### src/rtl/i3c_pkg.sv
// rtl/i3c_pkg.sv - shared types and widths for the I3C/I2C host FIFO bridge
package i3c_pkg;

    localparam int FmtEntryWidth = 13;
    localparam int RX_FIFO_WIDTH = 8;

    // Field order matches the fmt_wdata_i bus, MSB first.
    typedef struct packed {
        logic       nak_ok;
        logic       read_continue;
        logic       read_bytes;
        logic       stop_after;
        logic       start_before;
        logic [7:0] data;
    } fmt_entry_t;

endpackage

### src/rtl/i3c_sync_fifo.sv
// rtl/i3c_sync_fifo.sv - single-clock FIFO with occupancy counter and soft clear
module i3c_sync_fifo #(
    parameter int Width = 8,
    parameter int Depth = 64,
    localparam int PtrW   = $clog2(Depth),
    localparam int DepthW = $clog2(Depth + 1)
) (
    input  logic              clk_i,
    input  logic              rst_ni,
    input  logic              clr_i,
    input  logic              push_i,
    input  logic [Width-1:0]  wdata_i,
    input  logic              pop_i,
    output logic [Width-1:0]  rdata_o,
    output logic [DepthW-1:0] depth_o,
    output logic              full_o,
    output logic              empty_o
);

    logic [Width-1:0]  mem [Depth];
    logic [PtrW-1:0]   wptr_q;
    logic [PtrW-1:0]   rptr_q;
    logic [DepthW-1:0] depth_q;
    logic              push_ok;
    logic              pop_ok;

    assign full_o  = (depth_q == DepthW'(Depth));
    assign empty_o = (depth_q == '0);
    assign pop_ok  = pop_i && !clr_i && !empty_o;
    // A full FIFO can still accept a word when the head leaves in the same cycle.
    assign push_ok = push_i && !clr_i && (!full_o || pop_ok);
    assign depth_o = depth_q;
    assign rdata_o = empty_o ? '0 : mem[rptr_q];

    // Storage array; contents are don't-care while the slot is unoccupied.
    always_ff @(posedge clk_i) begin
        if (push_ok) begin
            mem[wptr_q] <= wdata_i;
        end
    end

    // Pointers and occupancy; pointers wrap naturally on the power-of-2 depth.
    always_ff @(posedge clk_i or negedge rst_ni) begin
        if (!rst_ni) begin
            wptr_q  <= '0;
            rptr_q  <= '0;
            depth_q <= '0;
        end else if (clr_i) begin
            wptr_q  <= '0;
            rptr_q  <= '0;
            depth_q <= '0;
        end else begin
            if (push_ok) begin
                wptr_q <= wptr_q + PtrW'(1);
            end
            if (pop_ok) begin
                rptr_q <= rptr_q + PtrW'(1);
            end
            if (push_ok && !pop_ok) begin
                depth_q <= depth_q + DepthW'(1);
            end else if (pop_ok && !push_ok) begin
                depth_q <= depth_q - DepthW'(1);
            end
        end
    end

endmodule

### src/rtl/i3c_fifo_bridge.sv
// rtl/i3c_fifo_bridge.sv - format/RX buffering between CSRs and controller FSM (option: I3C_FIFO_BRIDGE_PACK_EN)
module i3c_fifo_bridge
    import i3c_pkg::*;
#(
    parameter int FmtFifoDepth = 64,
    parameter int RxFifoDepth  = 64,
    parameter int WordWidth    = 32,
    localparam int FmtDepthW   = $clog2(FmtFifoDepth + 1),
    localparam int RxDepthW    = $clog2(RxFifoDepth + 1)
) (
    input  logic                     clk_i,
    input  logic                     rst_ni,
    input  logic                     fmt_wvalid_i,
    output logic                     fmt_wready_o,
    input  logic [FmtEntryWidth-1:0] fmt_wdata_i,
    output logic                     fmt_fifo_rvalid_o,
    output logic [FmtDepthW-1:0]     fmt_fifo_depth_o,
    input  logic                     fmt_fifo_rready_i,
    output logic [7:0]               fmt_byte_o,
    output logic                     fmt_flag_start_before_o,
    output logic                     fmt_flag_stop_after_o,
    output logic                     fmt_flag_read_bytes_o,
    output logic                     fmt_flag_read_continue_o,
    output logic                     fmt_flag_nak_ok_o,
    input  logic                     rx_fifo_wvalid_i,
    input  logic [RX_FIFO_WIDTH-1:0] rx_fifo_wdata_i,
    input  logic                     host_idle_i,
    output logic                     rx_rvalid_o,
    input  logic                     rx_rready_i,
    output logic [WordWidth-1:0]     rx_rdata_o,
    output logic [RxDepthW-1:0]      rx_depth_o,
    input  logic [FmtDepthW-1:0]     fmt_thld_i,
    input  logic [RxDepthW-1:0]      rx_thld_i,
    input  logic                     fmt_rst_i,
    input  logic                     rx_rst_i,
    output logic                     fmt_thld_o,
    output logic                     rx_thld_o,
    output logic                     rx_flush_o,
    output logic                     rx_overflow_o
);

    localparam int BPW = WordWidth / 8;

    logic                     fmt_full;
    logic                     fmt_empty;
    logic [FmtEntryWidth-1:0] fmt_head;
    fmt_entry_t               fmt_head_s;

    assign fmt_wready_o      = !fmt_full;
    assign fmt_fifo_rvalid_o = !fmt_empty;

    i3c_sync_fifo #(
        .Width (FmtEntryWidth),
        .Depth (FmtFifoDepth)
    ) u_fmt_fifo (
        .clk_i   (clk_i),
        .rst_ni  (rst_ni),
        .clr_i   (fmt_rst_i),
        .push_i  (fmt_wvalid_i && !fmt_full),
        .wdata_i (fmt_wdata_i),
        .pop_i   (fmt_fifo_rready_i),
        .rdata_o (fmt_head),
        .depth_o (fmt_fifo_depth_o),
        .full_o  (fmt_full),
        .empty_o (fmt_empty)
    );

    assign fmt_head_s               = fmt_entry_t'(fmt_head);
    assign fmt_byte_o               = fmt_head_s.data;
    assign fmt_flag_start_before_o  = fmt_head_s.start_before;
    assign fmt_flag_stop_after_o    = fmt_head_s.stop_after;
    assign fmt_flag_read_bytes_o    = fmt_head_s.read_bytes;
    assign fmt_flag_read_continue_o = fmt_head_s.read_continue;
    assign fmt_flag_nak_ok_o        = fmt_head_s.nak_ok;
    assign fmt_thld_o               = (fmt_fifo_depth_o <= fmt_thld_i);

    logic                 rx_full;
    logic                 rx_empty;
    logic                 rx_pop;
    logic                 word_push;
    logic                 word_drop;
    logic [WordWidth-1:0] word_data;
    logic                 rx_ovf_q;

    assign rx_pop      = rx_rready_i && !rx_rst_i;
    // A full FIFO is never empty, so a requested pop always frees a slot.
    assign word_drop   = word_push && rx_full && !rx_pop;
    assign rx_rvalid_o = !rx_empty;
    assign rx_thld_o   = (rx_thld_i != '0) && (rx_depth_o >= rx_thld_i);

`ifdef I3C_FIFO_BRIDGE_PACK_EN
    localparam int CntW = (BPW > 1) ? $clog2(BPW) : 1;

    logic [CntW-1:0]      cnt_q, cnt_d;
    logic [WordWidth-1:0] acc_q, acc_d;
    logic [WordWidth-1:0] byte_ext;
    logic [WordWidth-1:0] merged;
    logic                 idle_q;
    logic                 idle_rise;
    logic                 byte_v;
    logic                 flush_ev;
    logic                 rx_flush_q;

    assign byte_v    = rx_fifo_wvalid_i && !rx_rst_i;
    assign idle_rise = host_idle_i && !idle_q && !rx_rst_i;

    // Packer: place the byte in its lane, emit full words or flush on idle rise.
    always_comb begin
        byte_ext  = WordWidth'(rx_fifo_wdata_i);
        merged    = acc_q | (byte_ext << {cnt_q, 3'b000});
        cnt_d     = cnt_q;
        acc_d     = acc_q;
        word_push = 1'b0;
        word_data = merged;
        flush_ev  = 1'b0;
        if (rx_rst_i) begin
            cnt_d = '0;
            acc_d = '0;
        end else if (byte_v && (cnt_q == CntW'(BPW - 1))) begin
            word_push = 1'b1;
            cnt_d     = '0;
            acc_d     = '0;
        end else if (byte_v && idle_rise) begin
            word_push = 1'b1;
            flush_ev  = 1'b1;
            cnt_d     = '0;
            acc_d     = '0;
        end else if (byte_v) begin
            cnt_d = cnt_q + CntW'(1);
            acc_d = merged;
        end else if (idle_rise && (cnt_q != '0)) begin
            word_push = 1'b1;
            word_data = acc_q;
            flush_ev  = 1'b1;
            cnt_d     = '0;
            acc_d     = '0;
        end
    end

    // Packer state, idle history and flush pulse.
    always_ff @(posedge clk_i or negedge rst_ni) begin
        if (!rst_ni) begin
            cnt_q      <= '0;
            acc_q      <= '0;
            idle_q     <= 1'b0;
            rx_flush_q <= 1'b0;
        end else begin
            cnt_q      <= cnt_d;
            acc_q      <= acc_d;
            idle_q     <= host_idle_i;
            rx_flush_q <= flush_ev;
        end
    end

    assign rx_flush_o = rx_flush_q;
`else
    logic unused_host_idle;

    // Without packing, idle has no role: each byte becomes its own word.
    assign unused_host_idle = host_idle_i;
    assign word_push        = rx_fifo_wvalid_i && !rx_rst_i;
    assign word_data        = WordWidth'(rx_fifo_wdata_i);
    assign rx_flush_o       = 1'b0;
`endif

    i3c_sync_fifo #(
        .Width (WordWidth),
        .Depth (RxFifoDepth)
    ) u_rx_fifo (
        .clk_i   (clk_i),
        .rst_ni  (rst_ni),
        .clr_i   (rx_rst_i),
        .push_i  (word_push),
        .wdata_i (word_data),
        .pop_i   (rx_pop),
        .rdata_o (rx_rdata_o),
        .depth_o (rx_depth_o),
        .full_o  (rx_full),
        .empty_o (rx_empty)
    );

    // Overflow pulse for a word that found no room.
    always_ff @(posedge clk_i or negedge rst_ni) begin
        if (!rst_ni) begin
            rx_ovf_q <= 1'b0;
        end else begin
            rx_ovf_q <= word_drop;
        end
    end

    assign rx_overflow_o = rx_ovf_q;

endmodule

### config.mk
export PLATFORM = sky130hd
export DESIGN_NAME = i3c_fifo_bridge
export DESIGN_NICKNAME = d
export VERILOG_FILES = /design/src/rtl/i3c_pkg.sv /design/src/rtl/i3c_sync_fifo.sv /design/src/rtl/i3c_fifo_bridge.sv
export SDC_FILE = /design/constraint.sdc
export NUM_CORES = 1
export LEC_CHECK = 0
export ABC_AREA = 1
export CAP_MARGIN = 20
export CORE_MARGIN = 2
export CORE_UTILIZATION = 50
export CTS_CLUSTER_SIZE = 10
export DETAILED_ROUTE_END_ITERATION = 7
export PLACE_DENSITY_LB_ADDON = 0.15
export RECOVER_POWER = 50
export SLEW_MARGIN = 15
export SYNTH_ARGS = -nofsm -noshare
export SYNTH_HDL_FRONTEND = slang
export SYNTH_SLANG_ARGS = --single-unit
### constraint.sdc
create_clock -name clk_i -period 7.8 [get_ports clk_i]
set_input_delay 1.17 -clock clk_i [delete_from_list [all_inputs] [get_ports clk_i]]
set_output_delay 1.17 -clock clk_i [all_outputs]
set_load 0.005 [all_outputs]
### Word-level counts from Yosys, hierarchy flattened

Memories as Yosys holds them, arrays and structs flattened.
Cells that the tools add are included.

| word-level totals | value |
|---|---|
| logic and storage cells | 81 |
| RAM bits | 1344 |
| bits of input ports | 44 |
| bits in registers | 39 |
| memories | 2 |

| cells by class | value |
|---|---|
| add/sub/neg operators | 8 |
| eq/ne operators | 2 |
| magnitude comparators | 2 |
| multiplexer cells | 20 |
| reductions and logical operators | 40 |

Memories:

| memory | words | bits a word | read ports | clocked after memory_dff | write ports | line | RTL |
|---|---|---|---|---|---|---|---|
| u_fmt_fifo.mem | 64 | 13 | 1 | 0 | 1 | i3c_sync_fifo.sv:20 | `logic [Width-1:0] mem [Depth];` |
| u_rx_fifo.mem | 64 | 8 | 1 | 0 | 1 | i3c_sync_fifo.sv:20 |  |

Operator list:

| operator | count |
|---|---|
| $mux 6 | 8 |
| $mux 7 | 6 |
| $mux 32 | 1 |
| $add 6x1->6 const B | 4 |
| $logic_and 1x1->1 | 18 |
| $add 7x1->7 const B | 2 |
| $eq 7x7->1 const B | 2 |
| $logic_not 7->1 | 2 |
| $sub 7x1->7 const B | 2 |
| $mux 13 | 1 |
| $logic_not 1->1 | 11 |
| $reduce_bool 2->1 | 4 |
| $ge 7x7->1 | 1 |
| $le 7x7->1 | 1 |
| $reduce_bool 7->1 | 1 |
| $reduce_bool 3->1 | 2 |
| $mux 1 | 4 |
| $logic_or 1x1->1 | 2 |

### Longest topological paths before layout

| depth | value |
|---|---|
| depth after elaboration | 11 |
| mapped depth | 13 |

### Hierarchy

Synthesis repeated with hierarchy kept, for this count alone.

| unflattened totals | value |
|---|---|
| cell total of the unflattened synthesis | 10458 |
| area, all modules | 120538.1 um^2 |

By module, submodules not included:

| module | area each (um^2) | sequential area each (um^2) | times used | cells an instance |
|---|---|---|---|---|
| i3c_sync_fifo at u_rx_fifo | 83410.0 | 61974.4 | 1 | 6921 |
| i3c_sync_fifo at u_fmt_fifo | 36653.9 | 25459.4 | 1 | 3455 |
| i3c_fifo_bridge | 474.2 | 25.0 | 1 | 82 |

### Least setup slack after synthesis

Ideal clock, no wire load.

| path | value |
|---|---|
| path kind | input to output |
| from | input rx_thld_i[2] |
| to | output rx_thld_o |
| arrival | 1963 ps |
| cell stages on the path | 8 |
| slack | 4667 ps |
| data required time | 6630 ps |
| cells stage by stage | inv_1 ha_1 nand2_1 o21ai_0 nand4_1 o2111ai_1 o21ai_0 inv_1 |

| on the way | value |
|---|---|
| cells in the longest elaborated chain, start to end | 2 |

Ends and longest elaborated chain:

| element | line | RTL |
|---|---|---|
| start, declared | i3c_fifo_bridge.sv:33 | `input logic [RxDepthW-1:0] rx_thld_i,` |
| $ge 7x7->1 / $reduce_bool 7->1 (equally long branches) | i3c_fifo_bridge.sv:89 | `assign rx_thld_o = (rx_thld_i != '0) && (rx_depth_o >= rx_thld_i);` |
| $logic_and 1x1->1 (*) | i3c_fifo_bridge.sv:89 |  |
| end, declared | i3c_fifo_bridge.sv:37 | `output logic rx_thld_o,` |

Mark *: on every way between the ends. The rest lies on a longest branch, timed or not.

### Worst setup path in the final report

| path | value |
|---|---|
| from | register u_fmt_fifo.rptr_q[1] |
| to | output fmt_flag_nak_ok_o |

| on the way | value |
|---|---|
| cells in the longest elaborated chain, start to end | 2 |

Ends and longest elaborated chain:

| element | line | RTL |
|---|---|---|
| start, declared | i3c_sync_fifo.sv:22 | `logic [PtrW-1:0] rptr_q;` |
| start signal, assigned | i3c_sync_fifo.sv:57 | `rptr_q <= rptr_q + PtrW'(1);` |
| $mem_v2 64x13 | -- |  |
| $mux 13 | i3c_sync_fifo.sv:33 | `assign rdata_o = empty_o ? '0 : mem[rptr_q];` |
| end, declared | i3c_fifo_bridge.sv:24 | `output logic fmt_flag_nak_ok_o,` |

Every way passes these cells.

==> metrics <==
die height 343 um; share of cells above drive strength 1 0.0626; final setup vio count 0; cell with the most instances after synthesis nand2_1; Total Neg Setup Slack 0 ps; crit path launch type register; H-tree depth 4; fmax 153 MHz; max-cap viol count 22; DR iter-0 viols 3465; final hold violations 0; die width ~340 um; r2r worst-path depth 7; total grt overflow 0; TritonCTS Buffers 158; Crit path max-delay family simple AND/OR/NAND/NOR gates; predominant post-synthesis flop cell edfxtp_1; vias in the first global route 35400; Mean Syn Cell Area 11.2 sq um; Worst-Skew Late Latency roughly 760 ps; R2R Path Start u_fmt_fifo.depth_o[2]$_DFFE_PN0P_; Ports 110; fill count 9601; Required @ worst endpoint roughly 6600 ps; Synth area leader edfxtp_1; layout net count 5275; critical path cell sequence clkbuf_1 -> nor2_4 -> buf_12 -> a21oi_1 -> nand3_1 -> nand3_1 -> nand3_1 -> nand2_1 -> nor2_1 -> clkdlybuf4s50_1; post-CTS sizing 0; vias post-DR 37200; max_slew headroom -1.41; Post-CTS Setup Inserts 0; register area 41300 sq um; clk_skew 43.7 ps; total global routing track utilization 0.246; core outline area around 110000 sq um; clock root cell clkbuf_16; post-synthesis register bit count 1383; FFs w/ async S/R, synth 0.0282; first-pass GRT wire length 218 mm; first-pass detailed-route iteration total 7; critical path launch point u_fmt_fifo.rptr_q[1]$_DFFE_PN0P_; CTS clk-pin slew, worst paths 60 ps; WP buf/inv 3; post-DR wirelength/cell 21.4 um; final wirelength around 140 mm; drt drc 0; number of antenna violations at the first check in global routing 0; Arr. time, crit path 5360 ps; Crit Path Max Fanout 77; period utilisation layout 0.837; Max IR drop VDD between 0.0002 and 0.00025 V; post-synth top area share 0.703; reg2reg end u_fmt_fifo.mem[27][5]$_DFFE_PP_; Port Buffers 83; post-route cell area between 60000 and 70000 sq um; die area 118000 sq um; Crit. path cell count 10; Seq/Total Area, Yosys 0.720; status finished with violations; Final HPWL DP 80.1 mm; Critical Path End Type primary output; DR vias/cell 5.49; multi-input logic area ~14000 sq um; pwr dens between 200 and 300 nW/um^2; CP peak stage delay 970 ps; kind of critical path reg -> out; Placed Area 59700 sq um; Synth Warn # 0; largest net degree at the start of global routing between 100 and 150; Final GP Congestion 0.836; hold crit path type reg -> reg; failing checks capacitance limit, slew limit; Site Rows between 100 and 150; synth unique cells 36; CTS sink cnt 1383; commonest cells in the netlist nand2_1 (2026), edfxtp_1 (1344), nand3_1 (706), nor2_1 (257), a21oi_1 (213); Post-Synthesis Cell Area 57400 sq um; slowest cell on the critical path nor2_4; crit path time final between 6000 and 7000 ps; EDFF count, synth 1344; RSZ-0062 raised after global routing no; Area contributors post-synth edfxtp_1 (70%), nand2_1 (13%), nand3_1 (6.2%); Worst setup endpoint fmt_flag_nak_ok_o; P&R area growth vs syn 11.5%; Antenna Nets Post-Route 0; CTS tree done; Cells after Synth 5107; hold_buf cts 0; CTS max path bufs 3; LEAKAGE 23.9 nW; R2R setup slack 4250 ps; worst slew pin tran around 3600 ps; crit-path most repeated cell nand3_1; Starting Density 0.503; Slew Viols, Final between 1000 and 1500
logic make-up (layout without fill, tap and decap cells):
group	after synthesis	in the layout	share of synthesized area
fa+ha+maj	32	32	0.00724
flops	1383	1383	0.720
simple gates	3049	3049	0.218
xor+xnor	11	11	0.00168
buf+inv	372	509	0.0304
compound gates	259	259	0.0231
other cells	1	26	0.0000653
worst min-delay path by stage:
stage,from,endpoint,slack [ps],cells after the start
floorplan,u_fmt_fifo.depth_o[0]$_DFFE_PN0P_,u_fmt_fifo.depth_o[0]$_DFFE_PN0P_,550,1
global placement,u_fmt_fifo.depth_o[5]$_DFFE_PN0P_,u_fmt_fifo.depth_o[5]$_DFFE_PN0P_,580,2
detailed placement,u_fmt_fifo.depth_o[0]$_DFFE_PN0P_,u_fmt_fifo.depth_o[0]$_DFFE_PN0P_,570,1
CTS,rst_ni,u_rx_fifo.depth_o[0]$_DFFE_PN0P_,580,1
global route,u_fmt_fifo.depth_o[0]$_DFFE_PN0P_,u_fmt_fifo.depth_o[0]$_DFFE_PN0P_,610,1
finish,u_fmt_fifo.depth_o[0]$_DFFE_PN0P_,u_fmt_fifo.depth_o[0]$_DFFE_PN0P_,580,1
power by group:
part	switching (W)	total, W	internal, W	leakage [nW]
sequential	0.000142	0.00838	0.00824	12.6
combinational	0.00250	0.00359	0.00109	9.13
clock	0.00282	0.00653	0.00371	2.13
total	0.00546	0.0185	0.0130	23.9
sequential cells by signal (all words and copies together) (netlist names):
register,count
u_rx_fifo.rptr_q,6
u_rx_fifo.wptr_q,6
u_rx_fifo.mem,512
u_fmt_fifo.depth_o,7
u_fmt_fifo.mem,832
u_fmt_fifo.rptr_q,6
rx_overflow_o,1
u_fmt_fifo.wptr_q,6
u_rx_fifo.depth_o,7
metrics by stage:
stage	util	power, W	setup slack (ps)	hold slack [ps]	cells
after floorplan	-	0.0108	4670	546	5131
after global placement	0.522	0.0121	2670	581	6547
after detailed placement	0.522	0.0121	2690	574	6550
after CTS	0.561	0.0186	1860	575	6779
after global routing	0.560	0.0193	1100	611	6780
final	0.560	0.0185	1270	579	6781
layout by cell type, fill, tap and decap left out, types with 4 or more instances in the layout:
master           Yosys  final
clkinv_1             5      6
nand3_1            706    706
clkbuf_1            75     79
o21ai_0             22     23
inv_6                0      7
clkbuf_16            0    158
nand4_1             16     16
buf_12               0      4
nand2_1           2026   2026
clkdlybuf4s50_1      0     59
xnor2_1              5      5
buf_4               38     92
xor2_1               6      6
inv_1               61     61
nand4_2              6      6
inv_16               0      5
dfrtp_1             39     34
nor2_1             257    251
edfxtp_1          1344   1344
inv_2               10      6
o22ai_1             10     10
ha_1                30     30
nor2_2               1      7
a21oi_1            213    213
buf_2              157     21
o21ai_1              8      7
nor3_1              27     27
conb_1               1     25
cell type report:
class                           count  area share
Antenna cell                        1   0.0000391
Clock buffer                      211      0.0649
Clock inverter                     18     0.00428
Inverter                           76     0.00473
Multi-Input combinational cell   3376       0.226
Sequential cell                  1383       0.646
Tap cell                         1512      0.0296
Timing Repair Buffer              204      0.0248
routing by layer:
layer	wire length (um)	track usage
met5	0	0
met4	5070	0.0936
met3	9350	0.0361
met2	70600	0.407
met1	60000	0.332
Power figures use the tool's default switching activity.
